## src/rtl/fetch_unit.sv

```systemverilog
// Instruction-fetch stage: owns the PC, captures {pc, instr} from the combinational
// instruction memory into a small prefetch FIFO, and presents the FIFO head to decode.
// Optional build macro MISALIGN_TRAP_EN: trap on misaligned redirect targets instead of
// silently forcing them to word alignment.
module fetch_unit #(
    parameter logic [31:0] RESET_PC   = 32'h0000_0000,
    parameter int          IMEM_BYTES = 1024,
    parameter int          FIFO_DEPTH = 2
) (
    input  logic        clk,
    input  logic        reset,
    output logic [31:0] imem_addr,
    input  logic [31:0] imem_instr,
    output logic        out_valid,
    input  logic        out_ready,
    output logic [31:0] out_instr,
    output logic [31:0] out_pc,
    input  logic        redirect_valid,
    input  logic [31:0] redirect_pc,
    output logic        fetch_fault,
    output logic        misalign_fault
);

    localparam int          PTR_W   = $clog2(FIFO_DEPTH);
    localparam int          CNT_W   = PTR_W + 1;
    localparam logic [31:0] LAST_PC = 32'(IMEM_BYTES - 4);

    logic [31:0]      pc_q;
    logic [31:0]      fifo_pc    [FIFO_DEPTH];
    logic [31:0]      fifo_instr [FIFO_DEPTH];
    logic [PTR_W-1:0] rd_ptr;
    logic [PTR_W-1:0] wr_ptr;
    logic [CNT_W-1:0] count;
    logic             fetch_fault_q;
    logic             misalign_fault_q;

    logic             pop;
    logic             push;
    logic             pc_in_range;
    logic             not_full;
    logic [31:0]      redirect_target;

    // Handshake: the head transfers on any rising edge where out_valid && out_ready.
    // out_valid never depends on out_ready, and the head is held stable while out_ready is low.
    assign out_valid   = (count != '0);
    assign pop         = out_valid && out_ready;
    assign pc_in_range = (pc_q <= LAST_PC);
    assign not_full    = (count < CNT_W'(FIFO_DEPTH));
    assign push        = !redirect_valid && !fetch_fault_q && !misalign_fault_q
                         && pc_in_range && (not_full || pop);

    assign imem_addr      = pc_q;
    assign out_instr      = out_valid ? fifo_instr[rd_ptr] : 32'h0;
    assign out_pc         = out_valid ? fifo_pc[rd_ptr]    : 32'h0;
    assign fetch_fault    = fetch_fault_q;
    assign misalign_fault = misalign_fault_q;

`ifdef MISALIGN_TRAP_EN
    // A misaligned target leaves the PC where it is; the sticky fault then stops fetch.
    assign redirect_target = (redirect_pc[1:0] != 2'b00) ? pc_q : redirect_pc;

    always_ff @(posedge clk or posedge reset) begin
        if (reset) begin
            misalign_fault_q <= 1'b0;
        end else if (redirect_valid) begin
            misalign_fault_q <= (redirect_pc[1:0] != 2'b00);
        end
    end
`else
    assign redirect_target  = redirect_pc & 32'hFFFF_FFFC;
    assign misalign_fault_q = 1'b0;
`endif

    always_ff @(posedge clk or posedge reset) begin
        if (reset) begin
            pc_q          <= RESET_PC;
            rd_ptr        <= '0;
            wr_ptr        <= '0;
            count         <= '0;
            fetch_fault_q <= 1'b0;
        end else if (redirect_valid) begin
            pc_q          <= redirect_target;
            rd_ptr        <= '0;
            wr_ptr        <= '0;
            count         <= '0;
            fetch_fault_q <= 1'b0;
        end else begin
            if (push) begin
                pc_q   <= pc_q + 32'd4;
                wr_ptr <= wr_ptr + 1'b1;
            end
            if (pop) begin
                rd_ptr <= rd_ptr + 1'b1;
            end
            count <= count + CNT_W'(push) - CNT_W'(pop);
            if (!pc_in_range) begin
                fetch_fault_q <= 1'b1;
            end
        end
    end

    // Storage needs no reset: out_* are gated by out_valid.
    always_ff @(posedge clk) begin
        if (push) begin
            fifo_pc[wr_ptr]    <= pc_q;
            fifo_instr[wr_ptr] <= imem_instr;
        end
    end

endmodule

```

## config.mk

```make
export PLATFORM = sky130hd
export DESIGN_NAME = fetch_unit
export DESIGN_NICKNAME = d
export VERILOG_FILES = /design/src/rtl/fetch_unit.sv
export SDC_FILE = /design/constraint.sdc
export NUM_CORES = 1
export LEC_CHECK = 0
export BUFFER_PORTS_ARGS = -buffer_cell sky130_fd_sc_hd__buf_2
export CORE_MARGIN = 1.5
export CORE_UTILIZATION = 45
export CTS_BUF_LIST = sky130_fd_sc_hd__clkbuf_8
export CTS_CLUSTER_SIZE = 10
export DETAILED_ROUTE_END_ITERATION = 7
export PLACE_DENSITY = 0.74
export SLEW_MARGIN = 20
export SYNTH_ARGS = -nofsm -noshare
export SYNTH_HDL_FRONTEND = slang
export SYNTH_SLANG_ARGS = --single-unit
```

## constraint.sdc

```tcl
create_clock -name clk -period 6.7 [get_ports clk]
set_input_delay 0.67 -clock clk [delete_from_list [all_inputs] [get_ports clk]]
set_output_delay 0.67 -clock clk [all_outputs]
set_load 0.1 [all_outputs]
```

Yosys cells after proc, flatten, opt, wreduce, memory -nomap -nowiden:

Memory sizes are Yosys's and may differ from the RTL's.
Cells that the tools add are included.

* flip-flop bits (word level): 37
* memories: 2
* bits in writable memories: 128

* reduce and logical (&&, ||, !) cells: 10
* equality and inequality tests: 1
* mux-type cells: 13
* order comparisons: 2
* add/subtract/negate cells: 5

Memory list
* fifo_instr: words 2, width 32, rd ports 1, clocked after Yosys merged registers in 0, wr ports 1, RTL line 30 `logic [31:0] fifo_instr [FIFO_DEPTH];`
* fifo_pc: words 2, width 32, rd ports 1, clocked after Yosys merged registers in 0, wr ports 1, RTL line 29 `logic [31:0] fifo_pc [FIFO_DEPTH];`

Operators with widths (number)
* 32-bit two-way mux: 4
* 32-bit by 3-bit adder with 32-bit output (second input constant): 1
* 32-bit by 10-bit less-or-equal comparator with 1-bit output (second input constant): 1
* 1-bit two-way mux: 8
* 2-bit nonzero test: 3
* 1-bit logical AND: 4
* 1-bit adder (second input constant): 2
* 2-bit by 1-bit adder with 2-bit output: 1
* 1-bit logical NOT: 2
* 2-bit less-than comparator (second input constant): 1
* 2-bit two-way mux: 1
* 2-bit inequality test (second input constant): 1
* 2-bit by 1-bit subtractor with 2-bit output: 1
* 1-bit logical OR: 1

Logic depth before layout (Yosys ltp):

Gate-level depths: netlist of the first run.

* word-level depth: 7
* gate-level depth with buffers: 10
* mapped depth without buffers: 10

Worst setup path after synthesis of the first run:

Ideal clock, no wire load.

* path type: register -> register
* from: register pc_q[2], in the netlist imem_addr[2]
* to: memory fifo_instr[0][0] (enable)
* buffers on the path: 0
* data arrival time: 4460 ps
* slack: 1758 ps
* cell stages (with the launch flop): 7
* path through: dfrtp_1 ha_1 nand3_1 o32ai_4 nor3_4 nand2b_1 nor2_1

* longest elaborated chain between the ends: 5

RTL lines
* start, declared: RTL line 28 `logic [31:0] pc_q;`
* start signal, assigned: RTL line 82 `pc_q <= redirect_target;`
* start signal, assigned: RTL line 89 `pc_q <= pc_q + 32'd4;`
* 32-bit by 10-bit less-or-equal comparator with 1-bit output: RTL line 47 `assign pc_in_range = (pc_q <= LAST_PC);`
* 1-bit logical AND (2 in series): RTL line 50 `&& pc_in_range && (not_full || pop);`
* 1-bit two-way mux: RTL line 104 `if (push) begin`
* 1-bit two-way mux (not written as such): RTL line 106 `fifo_instr[wr_ptr] <= imem_instr;`
* end, declared: RTL line 30

No other way between the ends.

Worst setup path in the final report of the first run:

* from: register pc_q[19], in the netlist imem_addr[19]
* to: memory fifo_pc[0][26] (enable)

* longest elaborated chain between the ends: 5

RTL lines
* 32-bit by 10-bit less-or-equal comparator with 1-bit output: RTL line 47
* 1-bit logical AND (2 in series): RTL line 50
* 1-bit two-way mux: RTL line 104
* 1-bit two-way mux (not written as such): RTL line 105 `fifo_pc[wr_ptr] <= pc_q;`
* end, declared: RTL line 29

No other way between the ends.

==> metrics.yaml, run 1 <==
run_status:
  outcome: "finished clean"
placement:
  port_buffers: 159
  dp.cells: 731
  place_ws_ns: 3.32
  place.gp.congestion: 0.763
  dp_hpwl_mm: 7.84
detailed_routing:
  drc: 0
  final_antenna_net_count: 0
  dr.pass1.iters: 4
  vias_per_cell: 4.92
  wl_per_cell_um: 15.7
  vias: 3758
  drt-initial-drc-count: 157
  totalWireLength_mm: 12.0
finish:
  diodes: 0
  area_growth_pct: 21.6
  drive_gt1_share_pct: 39.0
  finalNetCount: 643
  final_core_util_pct: 56.0
  fill_cells: 1111
  instances_no_fill: 764
logic_synthesis:
  yosysTopAreaCell: "edfxtp_1"
  synth.distinct_cells: 33
  synth_top_area_share_pct: 58.3
  yosysWarnings: 0
  syn_area_per_cell_um2: 15.7
  synth_enable_flop_cells: 124
  synth_flop_cell: "edfxtp_1"
  seq_area_frac_synth_pct: 72.0
  ys_top_cells_by_area: "edfxtp_1 (58%), dfrtp_1 (14%), mux2i_1 (9.7%)"
  synthArstFlopShare_pct: 22.0
  synthCells: 407
  syn_area_um2: 6390
  synth_seq_cells: 159
min_path:
  hold_class: "in -> async"
floorplan:
  initial_core_util_pct: 46.0
  io_pins: 167
  core_um2: 13900
  die-area_um2: 14900
  rows: 43
  die_w_um: 122
  die-height_um: 122
cts:
  clkLatencyLatePin_ns: 0.46
  post_cts_buffers: 0
  htree_levels: 4
  cts_resized: 0
  cts.sinks: 159
  cts_hold_buf: 0
  max-clock-path-buffers: 2
  cts_made_buffers: 17
  clkTransAtPathRegs_ns: 0.09
  ctsRootBufferMaster: "clkbuf_8"
  tritoncts: "yes"
global_routing:
  grt_pass1_wl_mm: 18.4
  grt_max_degree: 64
  grtUsageTotal_pct: 16.7
  gr-total-overflow: 0
  grt_pass1_vias: 3679
  antenna_found_initial: 0
sta:
  relSlewSlack_pct: 37.3
  layout_setup_ws_ns: 3.33
  hold_viol: 0
  fmax_mhz: 297
  fin_skew_ns: 0.0106
  tns_ns: 0
  final-setup-viol-count: 0
  tightest_slew_ns: 0.938
  grt_setup_unrepaired: "no"
  period_needed_ns: 3.37
  period_share_pct: 50.3
  maxSlewViolCount: 0
critical_path:
  cp.required_ns: 6.81
  critPathKind: "reg -> reg"
  cp.arrival_ns: 3.48
  cp-start-kind: "flop"
  critPathMaxFanout: 32
  cp-end-kind: "flop"
  timing.critical_path.from: "imem_addr[19]$_DFFE_PP0P_"
  r2r-start: "imem_addr[19]$_DFFE_PP0P_"
pwr:
  power_density_nw_per_um2: 260
  vdd_drop_max_mv: 0.199
  leakagePower_uw: 0.00298
job:
  maxCapViolCount: 0
## worst max-delay path, cell delays in order (launching register included)
cell and delay, ns:
dfrtp_1 0.43, nor4_1 0.34, nand2_1 0.32, nor3_4 0.37, nand2b_1 0.23, nor2_4 0.76
buf_4 0.53
## sequential cells by signal, summed over array words and instances (netlist names)
name         cells
fifo_instr      64
rd_ptr           1
wr_ptr           1
imem_addr       30
fifo_pc         60
fetch_fault      1
count            2
## cells in the mapped netlist, types with 5 or more instances
cell and number:
mux2i_1 62, o21ai_0 5, nand2_1 8, edfxtp_1 124, nor2_1 74, buf_4 5, inv_1 7, xnor2_1 8
mux2_2 22, dfrtp_1 35, clkbuf_1 12
## layer usage
metal  part of all wire, %  up-vias  global-route usage, %
met4                   1.7        0                   7.19
met2                    49      127                   26.7
met3                   6.7       20                   6.13
li1                      -     1798                      -
met5                     0        -                      0
met1                    43     1813                   20.3
## path summary, 6_finish.rpt
kind                                          endpoint  slack, ns  cells past startpoint
setup / recovery              fifo_pc[0][26]$_DFFE_PP_       3.33                      6
hold / removal               imem_addr[30]$_DFFE_PP0P_       0.30                      3
setup reg to reg              fifo_pc[0][26]$_DFFE_PP_       3.33                      6
hold reg to reg               fifo_pc[0][22]$_DFFE_PP_       0.53                      0
max in group asynchronous           rd_ptr$_DFFE_PP0P_       6.05                      3
min in group clk           fifo_instr[1][17]$_DFFE_PP_       0.39                      1
## logic make-up (layout without fill, tap and decap cells)
logic type               Yosys count  after routing  synth area share (%)
other                              1              5                0.0587
multiplexers                      85             85                  13.8
XOR/XNOR                           9              9                  1.23
AND/OR/NAND/NOR                  106            106                  8.48
AO/OA/AOI/OAI                     13             13                  1.57
flip-flops                       159            159                  72.0
buffers and inverters             30            203                  2.10
adder cells (fa/ha/maj)            4              4                 0.784
## where the power goes
part	internal, uW	switching, uW
logic	46.3	185
registers	1090	30.8
clock network	309	361
total	1440	576
## layout make-up
cell class                      instances  area [um^2]  area share [%]
Sequential cell                       159         4600            59.2
Multi-Input combinational cell        222         1690            21.8
Timing Repair Buffer                  164          846            10.9
Clock buffer                           18          248            3.19
Tap cell                              180          225            2.90
Clock inverter                         14          130            1.67
Inverter                                7         26.3           0.338
## through the flow
stage / instance area (um^2) / hold slack (ns) / power (uW)
floorplan: 6400 / 0.532 / 1320
global placement: 7370 / 0.498 / 1370
detailed placement: 7370 / 0.506 / 1370
CTS: 7750 / 0.282 / 2040
global route: 7770 / 0.319 / 2090
finish: 7770 / 0.298 / 2020
## cell usage in the layout (no fill, tap or decap), types with 5 or more instances in the layout
| cell | count |
|---|---|
| nand2_1 | 8 |
| mux2_2 | 22 |
| conb_1 | 5 |
| dfrtp_1 | 34 |
| inv_1 | 7 |
| edfxtp_1 | 124 |
| o21ai_0 | 5 |
| inv_6 | 5 |
| buf_2 | 159 |
| nor2_1 | 71 |
| mux2i_1 | 62 |
| clkbuf_8 | 18 |
| xnor2_1 | 8 |
No activity file was read; power rests on OpenSTA's default activity.
==> run 2: changes to the inputs <==
--- a/config.mk
+++ b/config.mk
@@ -5,6 +5,7 @@
 export SDC_FILE = /design/constraint.sdc
 export NUM_CORES = 1
 export LEC_CHECK = 0
+export ABC_AREA = 1
 export BUFFER_PORTS_ARGS = -buffer_cell sky130_fd_sc_hd__buf_2
 export CORE_MARGIN = 1.5
 export CORE_UTILIZATION = 45
==> constraint.sdc (replaced) <==
create_clock -name clk -period 3.5 [get_ports clk]
set_input_delay 0.35 -clock clk [delete_from_list [all_inputs] [get_ports clk]]
set_output_delay 0.35 -clock clk [all_outputs]
set_load 0.1 [all_outputs]
==> run 2 against run 1 <==
Compared with the run above: clock power is 96% higher; highest routed layer unchanged; sequential power grew 94%; total power grew to 3.3 times the previous value; non-clock buffer count increased by 5; die area up 0.38%.
==> metrics.yaml, run 2 <==
run_status:
  outcome: "finished clean"
cts:
  tritoncts: "yes"
  ctsRootBufferMaster: "clkbuf_8"
  htree_levels: 4
  cts_made_buffers: 17
  clkTransAtPathRegs_ns: 0.08
  cts_resized: 0
  clkLatencyLatePin_ns: 0.44
  max-clock-path-buffers: 2
  cts.sinks: 159
critical_path:
  cp.required_ns: 3.15
  cp-end-kind: "primary output"
  r2r-start: "imem_addr[2]$_DFFE_PP0P_"
  cp.arrival_ns: 2.51
  cp_cell_sequence: "inv_2 -> buf_4 -> nand2_1 -> a21oi_1 -> buf_2"
  crit_family: "buffers and inverters"
  rrSetupSlack_ns: 0.95
  cp-start-kind: "flop"
  critPathKind: "reg -> out"
  r2r_end: "fifo_instr[0][20]$_DFFE_PP_"
  worst-path-buf-inv: 3
  worstRegToRegCells: 9
  cpPeakStageDelay_ns: 0.63
  critPathMaxFanout: 48
  crit_slowest_cell: "inv_2"
sta:
  period_share_pct: 81.8
  period_needed_ns: 2.86
  relSlewSlack_pct: 42.1
  tns_ns: 0
  maxSlewViolCount: 0
  fmax_mhz: 349
  hold_viol: 0
  tightest_slew_ns: 0.867
  final-setup-viol-count: 0
  grt_setup_unrepaired: "no"
  fin_skew_ns: 0.00809
finish:
  final_common_cell: "nand2_1"
  fill_cells: 1199
  top_register: "fifo_instr"
  area_growth_pct: 21.2
  drive_gt1_share_pct: 28.1
  layout_common_cells: "nand2_1 (198), buf_2 (159), edfxtp_1 (124)"
  finalNetCount: 800
  diodes: 0
  instances_no_fill: 921
  largest_reg_flops: 64
min_path:
  hold_class: "in -> reg"
  min_to: "fifo_instr[0][3]$_DFFE_PP_"
  holdPathStages: 1
  hold_path_startpoint: "imem_instr[3]"
placement:
  place.gp.congestion: 0.770
  port_buffers: 159
  dp_hpwl_mm: 8.98
  dp.cells: 888
logic_synthesis:
  synth_seq_cells: 159
  ys_top_cells_by_area: "edfxtp_1 (58%), dfrtp_1 (14%), nand2_1 (12%)"
  syn_area_um2: 6410
  synth_top_area_share_pct: 58.1
  syn_area_per_cell_um2: 11.2
  synthCells: 570
  synth_common_cells: "nand2_1 (198), edfxtp_1 (124), a21oi_1 (66)"
  synth.distinct_cells: 22
  seq_area_frac_synth_pct: 71.7
  synth_enable_flop_cells: 124
  yosysWarnings: 0
  yosysTopAreaCell: "edfxtp_1"
  synth_flop_cell: "edfxtp_1"
  synthArstFlopShare_pct: 22.0
  synth_most_common_cell: "nand2_1"
detailed_routing:
  dr.pass1.iters: 4
  drt-initial-drc-count: 262
  wl_per_cell_um: 15.1
  totalWireLength_mm: 13.9
  vias_per_cell: 4.93
  final_antenna_net_count: 0
  drc: 0
  vias: 4538
floorplan:
  die-height_um: 122
  die_w_um: 122
  initial_core_util_pct: 46.2
  rows: 43
  die-area_um2: 15000
  io_pins: 167
  core_um2: 13900
global_routing:
  grtUsageTotal_pct: 19.3
  antenna_found_initial: 0
  grt_pass1_vias: 4322
  grt_pass1_wl_mm: 21.7
  gr-total-overflow: 0
  grt_max_degree: 65
pwr:
  vdd_drop_max_mv: 0.468
  power_density_nw_per_um2: 864
  leakagePower_uw: 0.00341
job:
  maxCapViolCount: 0
[run 2: metal layers]
metal	track usage (%)	vias up	wire [um]
met3	4.79	18	987
met2	32.3	155	6860
met1	24.7	2141	5860
li1	-	2224	-
met4	6.54	0	190
met5	0	-	0
[run 2: cell families (layout without fill, tap and decap cells)]
kind of cell               after synthesis  after routing  synth area share [%]
and+or+nand+nor                        268            268                  16.7
DFF                                    159            159                  71.7
AOI/OAI and AO/OA                       74             74                  5.78
buffers and inverters                   56            223                  3.86
xor gates and xnor gates                 8              8                  1.09
adders and majority gates                4              4                 0.781
other                                    1              5                0.0585
[run 2: metrics by stage]
stage / utilization [%] / hold WS (ns) / setup WS, ns / instance area (um^2) / power, uW
floorplan: - / 0.449 / 0.271 / 6440 / 4930
global placement: 53.1 / 0.470 / 0.995 / 7370 / 5430
detailed placement: 53.1 / 0.473 / 0.938 / 7370 / 5460
CTS: 56.0 / 0.0665 / 0.571 / 7770 / 6770
global route: 56.0 / 0.0687 / 0.438 / 7770 / 6980
finish: 56.0 / 0.100 / 0.638 / 7770 / 6720
[run 2: power by group]
part           internal, uW  switching [uW]
clock network           688             623
logic                   402            2840
registers              2090            76.3
total                  3180            3540
[run 2: cell type report]
class	instances	area, um^2	share of cell area (%)
well taps	180	225	2.90
inverters	22	82.6	1.06
clock buffers	17	234	3.01
clock inverters	15	155	2.00
repair buffers	169	873	11.2
multi-input cells	359	1600	20.6
flip-flops and latches	159	4600	59.2
[run 2: what timing repair did]
action / 4_1_cts / 5_1_grt
hold endpoints to repair: 35 / 0
endpoints found under the setup margin: 0 / 0
hold buffers: 1 / 0
setup buffers: 0 / 0
[run 2: worst max path at each step]
| stage | start | endpoint | slack (ns) | cells after the start |
|---|---|---|---|---|
| floorplan | imem_addr[2]$_DFFE_PP0P_ | fifo_instr[1][0]$_DFFE_PP_ | 0.27 | 9 |
| global placement | imem_addr[2]$_DFFE_PP0P_ | fifo_instr[0][28]$_DFFE_PP_ | 0.99 | 9 |
| detailed placement | imem_addr[2]$_DFFE_PP0P_ | fifo_instr[0][15]$_DFFE_PP_ | 0.94 | 9 |
| CTS | rd_ptr$_DFFE_PP0P_ | out_instr[17] | 0.57 | 5 |
| global route | rd_ptr$_DFFE_PP0P_ | out_instr[13] | 0.44 | 5 |
| finish | rd_ptr$_DFFE_PP0P_ | out_instr[17] | 0.64 | 5 |
==> run 3: changes to the inputs <==
--- a/config.mk
+++ b/config.mk
@@ -5,7 +5,7 @@
 export SDC_FILE = /design/constraint.sdc
 export NUM_CORES = 1
 export LEC_CHECK = 0
-export ABC_AREA = 1
+export ABC_AREA = 0
 export BUFFER_PORTS_ARGS = -buffer_cell sky130_fd_sc_hd__buf_2
 export CORE_MARGIN = 1.5
 export CORE_UTILIZATION = 45
==> constraint.sdc (replaced) <==
create_clock -name clk -period 2.9 [get_ports clk]
set_input_delay 0.29 -clock clk [delete_from_list [all_inputs] [get_ports clk]]
set_output_delay 0.29 -clock clk [all_outputs]
set_load 0.1 [all_outputs]
==> run 3 against run 2 <==
Compared with the run above: largest power group is now registers; worst setup slack lost 0.21 ns; total power decreased by 26%; highest routed layer unchanged; flip-flop and latch count unchanged; critical path depth decreased by 1.
==> metrics.yaml, run 3 (same netlist as run 1, synthesis figures left out) <==
run_status:
  outcome: "finished clean"
sta:
  relSlewSlack_pct: 36.6
  fmax_mhz: 405
  hold_viol: 0
  grt_setup_unrepaired: "no"
  tightest_slew_ns: 0.950
  period_needed_ns: 2.47
  period_share_pct: 85.1
  fin_skew_ns: 0.0183
  maxSlewViolCount: 0
  final-setup-viol-count: 0
floorplan:
  initial_core_util_pct: 46.0
  rows: 43
  die_w_um: 122
  core_um2: 13900
  io_pins: 167
  die-area_um2: 14900
  die-height_um: 122
finish:
  diodes: 0
  finalNetCount: 672
  postLayoutCellArea_um2: 8230
  largest_reg_flops: 64
  layout_common_cells: "buf_2 (159), edfxtp_1 (124), nor2_1 (71)"
  drive_gt1_share_pct: 43.7
  fill_cells: 1071
  top_register: "fifo_instr"
  final_core_util_pct: 59.3
  final_common_cell: "buf_2"
  area_growth_pct: 28.9
detailed_routing:
  totalWireLength_mm: 12.6
  drt-initial-drc-count: 217
  dr.pass1.iters: 4
  vias_per_cell: 4.92
  wl_per_cell_um: 15.8
  vias: 3901
  drc: 0
  final_antenna_net_count: 0
global_routing:
  grtUsageTotal_pct: 17.5
  grt_pass1_wl_mm: 19.3
  grt_pass1_vias: 3916
  antenna_found_initial: 0
  grt_max_degree: 49
  gr-total-overflow: 0
cts:
  post_cts_buffers: 0
  clkLatencyLatePin_ns: 0.45
  htree_levels: 4
  cts_resized: 0
  cts_made_buffers: 17
  tritoncts: "yes"
  clkTransAtPathRegs_ns: 0.09
  max-clock-path-buffers: 2
  cts.sinks: 159
  ctsRootBufferMaster: "clkbuf_8"
placement:
  place.gp.congestion: 0.769
  port_buffers: 159
  place_area_um2: 7550
  dp_hpwl_mm: 8.17
critical_path:
  cp-start-kind: "flop"
  cp-end-kind: "primary output"
  cp.required_ns: 2.61
  critPathKind: "reg -> out"
  r2r_end: "fifo_instr[0][24]$_DFFE_PP_"
  cp.arrival_ns: 2.18
  worstRegToRegCells: 6
  r2r-start: "imem_addr[19]$_DFFE_PP0P_"
  critPathMaxFanout: 48
  rrSetupSlack_ns: 0.45
pwr:
  vdd_drop_max_mv: 0.440
  power_density_nw_per_um2: 600
  p_total_uw: 4940
  leakagePower_uw: 0.00312
job:
  maxCapViolCount: 0
min_path:
  hold_class: "in -> async"
==> run 3: through the flow <==
stage | std cells | hold WS, ns | setup WS, ns | TNS (ns)
5_1_grt | 793 | 0.0118 | 0.284 | 0
3_5_place_dp | 738 | 0.482 | 0.458 | 0
3_3_place_gp | 738 | 0.479 | 0.459 | 0
6_report | 793 | 0.0359 | 0.431 | 0
2_1_floorplan | 411 | 0.389 | -0.0383 | -3.39
4_1_cts | 793 | 0.000100 | 0.360 | 0
==> run 3: final cells by class <==
cell class | count | area, um^2 | area share [%]
inverters | 7 | 26.3 | 0.319
clock buffers | 19 | 262 | 3.18
flip-flops and latches | 159 | 4660 | 56.7
multi-input cells | 222 | 1710 | 20.8
repair buffers | 193 | 1160 | 14.1
well taps | 180 | 225 | 2.74
clock inverters | 13 | 186 | 2.26
==> run 3: how the worst max path moves through the flow <==
stage                         startpoint                          end  slack (ns)  cells past startpoint
2_1_floorplan  imem_addr[17]$_DFFE_PP0P_   fifo_instr[0][0]$_DFFE_PP_       -0.04                      5
3_3_place_gp   imem_addr[19]$_DFFE_PP0P_  fifo_instr[0][20]$_DFFE_PP_        0.46                      6
3_5_place_dp   imem_addr[19]$_DFFE_PP0P_  fifo_instr[0][20]$_DFFE_PP_        0.46                      6
5_1_grt        imem_addr[19]$_DFFE_PP0P_  fifo_instr[0][27]$_DFFE_PP_        0.28                      6
6_report              rd_ptr$_DFFE_PP0P_                 out_instr[6]        0.43                      4
4_1_cts               rd_ptr$_DFFE_PP0P_                 out_instr[6]        0.36                      4
==> run 3: worst max-delay path, stage by stage, from the launching register on <==
cell	delay, ns
dfrtp_4	0.62
buf_12	0.36
mux2i_1	0.14
nor2_1	0.13
buf_2	0.44
==> run 3: what timing repair did <==
item                                    4_1_cts  5_1_grt
endpoints found under the hold margin        44        0
hold buffers                                 23        0
endpoints found under the setup margin        0        0
==> run 3: layer usage <==
metal | part of all wire (%) | up-vias | GRT usage (%)
li1 | - | 1859 | -
met1 | 42 | 1877 | 20.5
met2 | 49 | 142 | 29.3
met3 | 7.2 | 23 | 6.51
met4 | 2.0 | 0 | 6.83
met5 | 0 | - | 0
==> run 3: report_power, final <==
part | switching (uW) | leakage, uW | internal, uW
clock | 794 | 0.000228 | 987
combinational | 435 | 0.00139 | 130
sequential | 71.3 | 0.00150 | 2520
total | 1300 | 0.00312 | 3640
